### src/rtl/rv32i_types.sv
// Shared RV32I types: ALU operation encoding and the ALU reservation-station entry.
// Entry tags use RS_TAG_W; alu_issue_queue expects its TAG_W to match this width.
package rv32i_types;

    localparam int unsigned RS_TAG_W = 4;

    typedef enum logic [2:0] {
        alu_add = 3'b000,
        alu_sll = 3'b001,
        alu_sra = 3'b010,
        alu_sub = 3'b011,
        alu_xor = 3'b100,
        alu_srl = 3'b101,
        alu_or  = 3'b110,
        alu_and = 3'b111
    } alu_ops;

    typedef struct packed {
        logic                valid;
        alu_ops              aluop;
        logic [RS_TAG_W-1:0] rob_id;
        logic                src1_rdy;
        logic [RS_TAG_W-1:0] src1_tag;
        logic [31:0]         src1_val;
        logic                src2_rdy;
        logic [RS_TAG_W-1:0] src2_tag;
        logic [31:0]         src2_val;
    } rs_entry_t;

endpackage

### src/rtl/alu.sv
// Combinational RV32I integer ALU.
module alu
    import rv32i_types::*;
(
    input  alu_ops      aluop,
    input  logic [31:0] a,
    input  logic [31:0] b,
    output logic [31:0] f
);

    always_comb begin
        f = '0;
        case (aluop)
            alu_add: f = a + b;
            alu_sll: f = a << b[4:0];
            alu_sra: f = $signed(a) >>> b[4:0];
            alu_sub: f = a - b;
            alu_xor: f = a ^ b;
            alu_srl: f = a >> b[4:0];
            alu_or:  f = a | b;
            alu_and: f = a & b;
            default: f = '0;
        endcase
    end

endmodule

### src/rtl/alu_issue_queue.sv
// ALU reservation station: operand wakeup from the CDB, oldest-ready select via an
// age matrix, one issue per cycle into a registered result stage.
module alu_issue_queue
    import rv32i_types::*;
#(
    parameter int unsigned RS_DEPTH = 4,
    parameter int unsigned TAG_W    = 4
) (
    input  logic             clk,
    input  logic             rst,
    input  logic             dispatch_valid,
    output logic             dispatch_ready,
    input  logic [2:0]       dispatch_aluop,
    input  logic [TAG_W-1:0] dispatch_rob_id,
    input  logic             dispatch_src1_rdy,
    input  logic [TAG_W-1:0] dispatch_src1_tag,
    input  logic [31:0]      dispatch_src1_val,
    input  logic             dispatch_src2_rdy,
    input  logic [TAG_W-1:0] dispatch_src2_tag,
    input  logic [31:0]      dispatch_src2_val,
    input  logic             cdb_valid,
    input  logic [TAG_W-1:0] cdb_tag,
    input  logic [31:0]      cdb_val,
    input  logic             flush,
    output logic [2:0]       alu_aluop,
    output logic [31:0]      alu_a,
    output logic [31:0]      alu_b,
    input  logic [31:0]      alu_f,
    output logic             res_valid,
    input  logic             res_ready,
    output logic [TAG_W-1:0] res_rob_id,
    output logic [31:0]      res_data
);

    localparam int unsigned IDX_W = (RS_DEPTH > 1) ? $clog2(RS_DEPTH) : 1;

    rs_entry_t           q     [RS_DEPTH];
    logic [RS_DEPTH-1:0] older [RS_DEPTH];  // older[i][j]: entry i dispatched before entry j
    logic [RS_DEPTH-1:0] elig;
    logic [IDX_W-1:0]    free_idx;
    logic [IDX_W-1:0]    sel_idx;
    logic                have_free;
    logic                have_sel;
    logic                issue;
    logic                dispatch_fire;
    logic [RS_TAG_W-1:0] cdb_tag_e;
    rs_entry_t           new_entry;
    logic [31:0]         ref_f;

    assign cdb_tag_e      = RS_TAG_W'(cdb_tag);
    assign dispatch_ready = have_free;
    assign dispatch_fire  = dispatch_valid && have_free;
    assign issue          = have_sel && (!res_valid || res_ready);

    // Lowest-index free entry
    always_comb begin
        have_free = 1'b0;
        free_idx  = '0;
        for (int i = int'(RS_DEPTH) - 1; i >= 0; i--) begin
            if (!q[i].valid) begin
                have_free = 1'b1;
                free_idx  = IDX_W'(i);
            end
        end
    end

    // Oldest eligible entry: no other eligible entry is older than it
    always_comb begin
        logic beaten;
        beaten   = 1'b0;
        have_sel = 1'b0;
        sel_idx  = '0;
        for (int i = 0; i < int'(RS_DEPTH); i++) begin
            elig[i] = q[i].valid && q[i].src1_rdy && q[i].src2_rdy;
        end
        for (int i = 0; i < int'(RS_DEPTH); i++) begin
            beaten = 1'b0;
            for (int j = 0; j < int'(RS_DEPTH); j++) begin
                if (elig[j] && older[j][i]) beaten = 1'b1;
            end
            if (elig[i] && !beaten) begin
                have_sel = 1'b1;
                sel_idx  = IDX_W'(i);
            end
        end
    end

    always_comb begin
        alu_aluop = '0;
        alu_a     = '0;
        alu_b     = '0;
        if (issue) begin
            alu_aluop = q[sel_idx].aluop;
            alu_a     = q[sel_idx].src1_val;
            alu_b     = q[sel_idx].src2_val;
        end
    end

    // Incoming entry, capturing a same-cycle CDB broadcast for not-ready operands
    always_comb begin
        new_entry          = '0;
        new_entry.valid    = 1'b1;
        new_entry.aluop    = alu_ops'(dispatch_aluop);
        new_entry.rob_id   = RS_TAG_W'(dispatch_rob_id);
        new_entry.src1_tag = RS_TAG_W'(dispatch_src1_tag);
        new_entry.src2_tag = RS_TAG_W'(dispatch_src2_tag);
        new_entry.src1_rdy = dispatch_src1_rdy ||
                             (cdb_valid && RS_TAG_W'(dispatch_src1_tag) == cdb_tag_e);
        new_entry.src2_rdy = dispatch_src2_rdy ||
                             (cdb_valid && RS_TAG_W'(dispatch_src2_tag) == cdb_tag_e);
        new_entry.src1_val = dispatch_src1_rdy ? dispatch_src1_val : cdb_val;
        new_entry.src2_val = dispatch_src2_rdy ? dispatch_src2_val : cdb_val;
    end

    always_ff @(posedge clk) begin
        if (rst) begin
            for (int i = 0; i < int'(RS_DEPTH); i++) begin
                q[i]     <= '0;
                older[i] <= '0;
            end
            res_valid  <= 1'b0;
            res_rob_id <= '0;
            res_data   <= '0;
        end else begin
            for (int i = 0; i < int'(RS_DEPTH); i++) begin
                if (q[i].valid && cdb_valid) begin
                    if (!q[i].src1_rdy && q[i].src1_tag == cdb_tag_e) begin
                        q[i].src1_rdy <= 1'b1;
                        q[i].src1_val <= cdb_val;
                    end
                    if (!q[i].src2_rdy && q[i].src2_tag == cdb_tag_e) begin
                        q[i].src2_rdy <= 1'b1;
                        q[i].src2_val <= cdb_val;
                    end
                end
            end
            if (issue) q[sel_idx].valid <= 1'b0;
            if (dispatch_fire) begin
                q[free_idx] <= new_entry;
                for (int j = 0; j < int'(RS_DEPTH); j++) begin
                    if (j != int'(free_idx)) begin
                        older[free_idx][j] <= 1'b0;
                        older[j][free_idx] <= 1'b1;
                    end
                end
            end
            if (flush) begin
                for (int i = 0; i < int'(RS_DEPTH); i++) q[i].valid <= 1'b0;
            end

            if (flush) begin
                res_valid <= 1'b0;
            end else if (issue) begin
                res_valid  <= 1'b1;
                res_rob_id <= TAG_W'(q[sel_idx].rob_id);
                res_data   <= alu_f;
            end else if (res_ready) begin
                res_valid <= 1'b0;
            end
        end
    end

    alu u_alu (
        .aluop (alu_ops'(alu_aluop)),
        .a     (alu_a),
        .b     (alu_b),
        .f     (ref_f)
    );

    // The external ALU result captured on issue must agree with the local ALU
    always_ff @(posedge clk) begin
        if (!rst && issue) assert (alu_f == ref_f);
    end

endmodule

### config.mk
export PLATFORM = sky130hd
export DESIGN_NAME = alu_issue_queue
export DESIGN_NICKNAME = d
export VERILOG_FILES = /design/src/rtl/rv32i_types.sv /design/src/rtl/alu.sv /design/src/rtl/alu_issue_queue.sv
export SDC_FILE = /design/constraint.sdc
export NUM_CORES = 1
export LEC_CHECK = 0
export BUFFER_PORTS_ARGS = -buffer_cell sky130_fd_sc_hd__buf_4
export CAP_MARGIN = 20
export CORE_MARGIN = 1
export CORE_UTILIZATION = 40
export DETAILED_ROUTE_END_ITERATION = 6
export SYNTH_ARGS = -nofsm -noshare
export SYNTH_HDL_FRONTEND = slang
export SYNTH_SLANG_ARGS = --single-unit
### constraint.sdc
create_clock -name clk -period 3.7 [get_ports clk]
set_input_delay 0.555 -clock clk [delete_from_list [all_inputs] [get_ports clk]]
set_output_delay 0.555 -clock clk [all_outputs]
set_load 0.02 [all_outputs]
After elaboration in Yosys (flattened, before gate mapping)
Memory sizes are Yosys's and may differ from the RTL's.
Index checks and enable logic that the tools add are counted.
Word-level totals
  bits of input ports: 155
  memories kept: 2
  bits in read-only memories: 0
  logic and storage cells: 317
  bits in latches: 0
  register bits after elaboration: 37
  output and inout port bits: 105
  RAM bits: 344
Cells by class
  magnitude comparators: 2
  bitwise gates (word level): 85
  div/mod/pow operators: 0
  equal/unequal tests: 21
  shift operators: 0
  multipliers: 0
  $add $sub $neg: 0
  reduce and logical (&&, ||, !) cells: 65
  muxes and demuxes: 139
Memory list
  q: depth 4, width 82, rd ports 5, clocked after memory_dff 0, write ports 6, line alu_issue_queue.sv:37  | rs_entry_t q [RS_DEPTH];
  older: depth 4, width 4, rd ports 4, clocked after memory_dff 0, write ports 5, line alu_issue_queue.sv:38  | logic [RS_DEPTH-1:0] older [RS_DEPTH];
Operators with widths (count)
  32-bit two-way mux: 12
  1-bit two-way mux: 115
  1-bit logical AND: 45
  4-bit == test: 10
  1-bit bitwise OR: 36
  1-bit AND: 23
  1-bit NOT: 17
  2-bit == test, second input constant: 8
  4-bit two-way mux: 4
  1-bit zero test: 13
  2-bit two-way mux: 6
  1-bit AND, second input constant: 8
  2-bit inequality test, first input constant: 2
  2-bit nonzero test: 2
  1-bit logical OR: 3
  2-bit by 3-bit less-than comparator with 1-bit output, second input constant: 1
  3-bit two-way mux: 1
  1-bit demux with 2-bit select: 1
  2-bit by 1-bit >= comparator with 1-bit output, second input constant: 1
  1-bit by 2-bit inequality test with 1-bit output, first input constant: 1
  2-bit AND reduction: 1
  2-bit OR reduction: 1
  1-bit AND, first input constant: 1

Depth between registers and ports, before layout
An unclocked memory read counts as a cell.
  depth after elaboration: 22
  mapped depth: 9
  mapped depth without buffers: 5

Least setup slack after synthesis
OpenSTA, ideal clock, no wires.
  path type: input to register
  start point: input port cdb_tag[1]
  end point: memory q[0][0] (netlist name) (enable)
  library setup time: 0.473 ns
  cell stages on the path: 4
  arrival time: 3.565 ns
  data required time: 3.227 ns
  slack: -0.338 ns
  path through: buf_2 -> xnor2_1 -> nand4_1 -> o31ai_1
RTL lines
  start, declared: line alu_issue_queue.sv:22  | input logic [TAG_W-1:0] cdb_tag,
  end, declared: line alu_issue_queue.sv:37

==> metrics <==
post-synthesis sequential area ratio=57.2%; Tightest Pin Transition=a little over 1 ns; critical path class=reg2out; CP endpoint kind=output pin; clock-pin slew on the worst setup and hold paths=0.06 ns; Fin Setup TNS=0 ns; Rows=79; Fmax=282 MHz; net count after synthesis=1814; clk_lat worst skew=0.58 ns; IO Pins=260; EDFF count, synth=322; Fillers=4228; Worst Hold End=q[1][81]; hold depth=2; VDD IR max=0.000303 V; Non-Filler Instances=2470; Netlist Area Pre-Place=19000 µm²; clk buf depth=3; post-route cell area=~23000 µm²; IO buf count=259; antenna violations before repair=3; R2R Setup Slk=between 0.8 and 0.9 ns; CTS Buf Count=44; sequential cell area=about 11000 µm²; root buf cell=clkbuf_16; Initial Utilization=40.6%; htree depth=2; CTS tree=built; Yosys warnings=0; core area=46700 µm²; routability cong.=0.948; Critical Path AT=between 2 and 3 ns; Lkg Pwr=0.00884 µW; first-pass GRT wire length=91900 µm; vias per cell=5.96; Tcrit/Tclk final=95.7%; Synth Flop Type=edfxtp_1; Critical Path Fanout Max=37; critical path required time=~3.1 ns; crit path launch type=flip-flop; Synth cell types=47; Die ar.=48300 µm²; 1st-iter DRT viols=1464; placed cells=2389; Hold Path Class=in2reg; R2R Path Start=q[1][81]; area of the multi-input gates=7340 µm²; Syn Area/Cell=approximately 11 µm²; Slew Viols, Final=0; end of the worst register-to-register path=res_data[10]; pre-CTS WS=0.688 ns; Slew headroom=31.5%; Horiz. Die Dim=220 µm; P&R area growth vs syn=20.3%; Routed wire per std cell=25.6 µm; setup ws final=between 0.15 and 0.2 ns; Power Dens Cells=around 440 nW/µm²; min Tclk post-route=3.54 ns; final hold vios=0; failing checks=DRC; Final #Nets=1983; gr ovfl total=0; layout cells sized above 1=23.4%; post-CTS setup repair buffer count=0; Hold Path Origin=flush; Synth async-reset ratio=0%; DRC Markers=51; final wirelength=63200 µm; area post-placement=21400 µm²; Pre-Repair DR Iteration Count=7; Design Power=a little under 10000 µW; number of global-route vias before repair=14292; synthesis-stage register bit count=381; Post-DRT Antenna Nets=0; Vias=14731; largest net degree at the start of global routing=roughly 130; endpoints failing setup=0; Max Clock Skew=0.0244 ns; Die H=220 µm; cell count after synthesis=between 1500 and 2000; max-cap check violation count=0; CTS Sinks=around 380; post-DP HPWL=between 30000 and 40000 µm; worst reg-to-reg path cell count=7; Tot GR Track Use=25.6%; RSZ-0062 raised after global routing=no; status=finished with violations
-- critical path, stage by stage, from the launching register on --
cell     delay, ns
dfxtp_1       0.50
and4b_1       0.27
and4_4        0.53
buf_12        0.30
nand2_1       0.08
a21o_1        0.15
a21oi_1       0.35
buf_4         0.22
-- routing by layer --
metal	routed length, µm	track usage (%)
met1	25300	33.5
met2	30600	42.6
met3	5460	4.67
met4	1740	8.94
met5	27	0
-- where the power goes --
group	internal, µW	switching, µW
Clock	2390	1800
Sequential	4880	70.6
Combinational	308	496
-- cell type report --
class                   instances  area share [%]
flip-flops and latches        381            47.6
multi-input cells            1086            32.2
repair buffers                310            10.9
clock buffers                  59            5.35
well taps                     607            3.33
clock inverters                21           0.631
inverters                       5          0.0823
diodes                          1          0.0110
-- through the flow --
stage          hold WS (ns)  utilization, %
2_1_floorplan         0.423               -
3_3_place_gp          0.438            46.0
3_5_place_dp          0.437            46.0
4_1_cts               0.194            48.9
5_1_grt               0.209            48.9
6_report              0.224            48.9
-- worst max path at each step --
stage                           from   endpoint  slack (ns)
after detailed placement    q[1][81]  alu_a[28]        0.69
after floorplan           cdb_tag[1]    q[0][0]        0.68
final                       q[2][81]  alu_b[23]        0.16
after CTS                   q[1][81]  alu_a[28]        0.07
after global routing        q[2][81]  alu_b[18]        0.07
after global placement      q[1][81]  alu_a[28]        0.74
-- state kept, by name, indices dropped and copies added (netlist names) --
name	flops
res_data	32
older	16
res_valid	1
res_rob_id	4
q	328
-- repair_timing --
item	4_1_cts	5_1_grt
gates resized for setup	0	3
endpoints found under the setup margin	0	7
hold buffers	0	0
-- cell usage in the layout, fill, tap and decap left out, drive strengths merged, types with 11 or more instances in the layout --
cell,n
edfxtp,322
clkbuf,59
dfxtp,59
nand3,79
o21ai,11
a22oi,67
buf,310
nand4,23
clkinv,19
nand2,162
and2,67
xor2,14
xnor2,26
a21oi,248
a21o,67
mux2i,132
a22o,128
nor3,14
-- Yosys cell counts (all sizes together) (3+ instances only) --
cell     instances  area (µm²)
o41ai            3        63.8
and4             4        35.0
a22o           128        1120
dfxtp           59        1180
xor2            14         123
nor2b            6        37.5
and4b            5        50.1
nor3            14        75.1
or2              3        18.8
and2            67         419
inv              5        18.8
nand2b           3        18.8
edfxtp         322        9670
clkbuf         104         390
o21ai           11        55.1
xnor2           26         228
nand4           23         144
a31oi            3        18.8
nand2          162         656
a21o            67         503
buf             83         445
nand3           79         395
a22oi           67         503
o2bb2ai          3        26.3
nor2             3        11.3
o211ai           3        22.5
a21oi          248        1310
mux2i          132        1320
or3              3        18.8
-- kinds of logic after synthesis --
group                     synth area share (%)
and+or+nand+nor                           10.1
xor gates and xnor gates                  1.85
buffers and inverters                     4.51
DFF                                       57.2
muxes                                     6.97
AOI/OAI and AO/OA                         19.4
(Power assumes the default switching activity.)
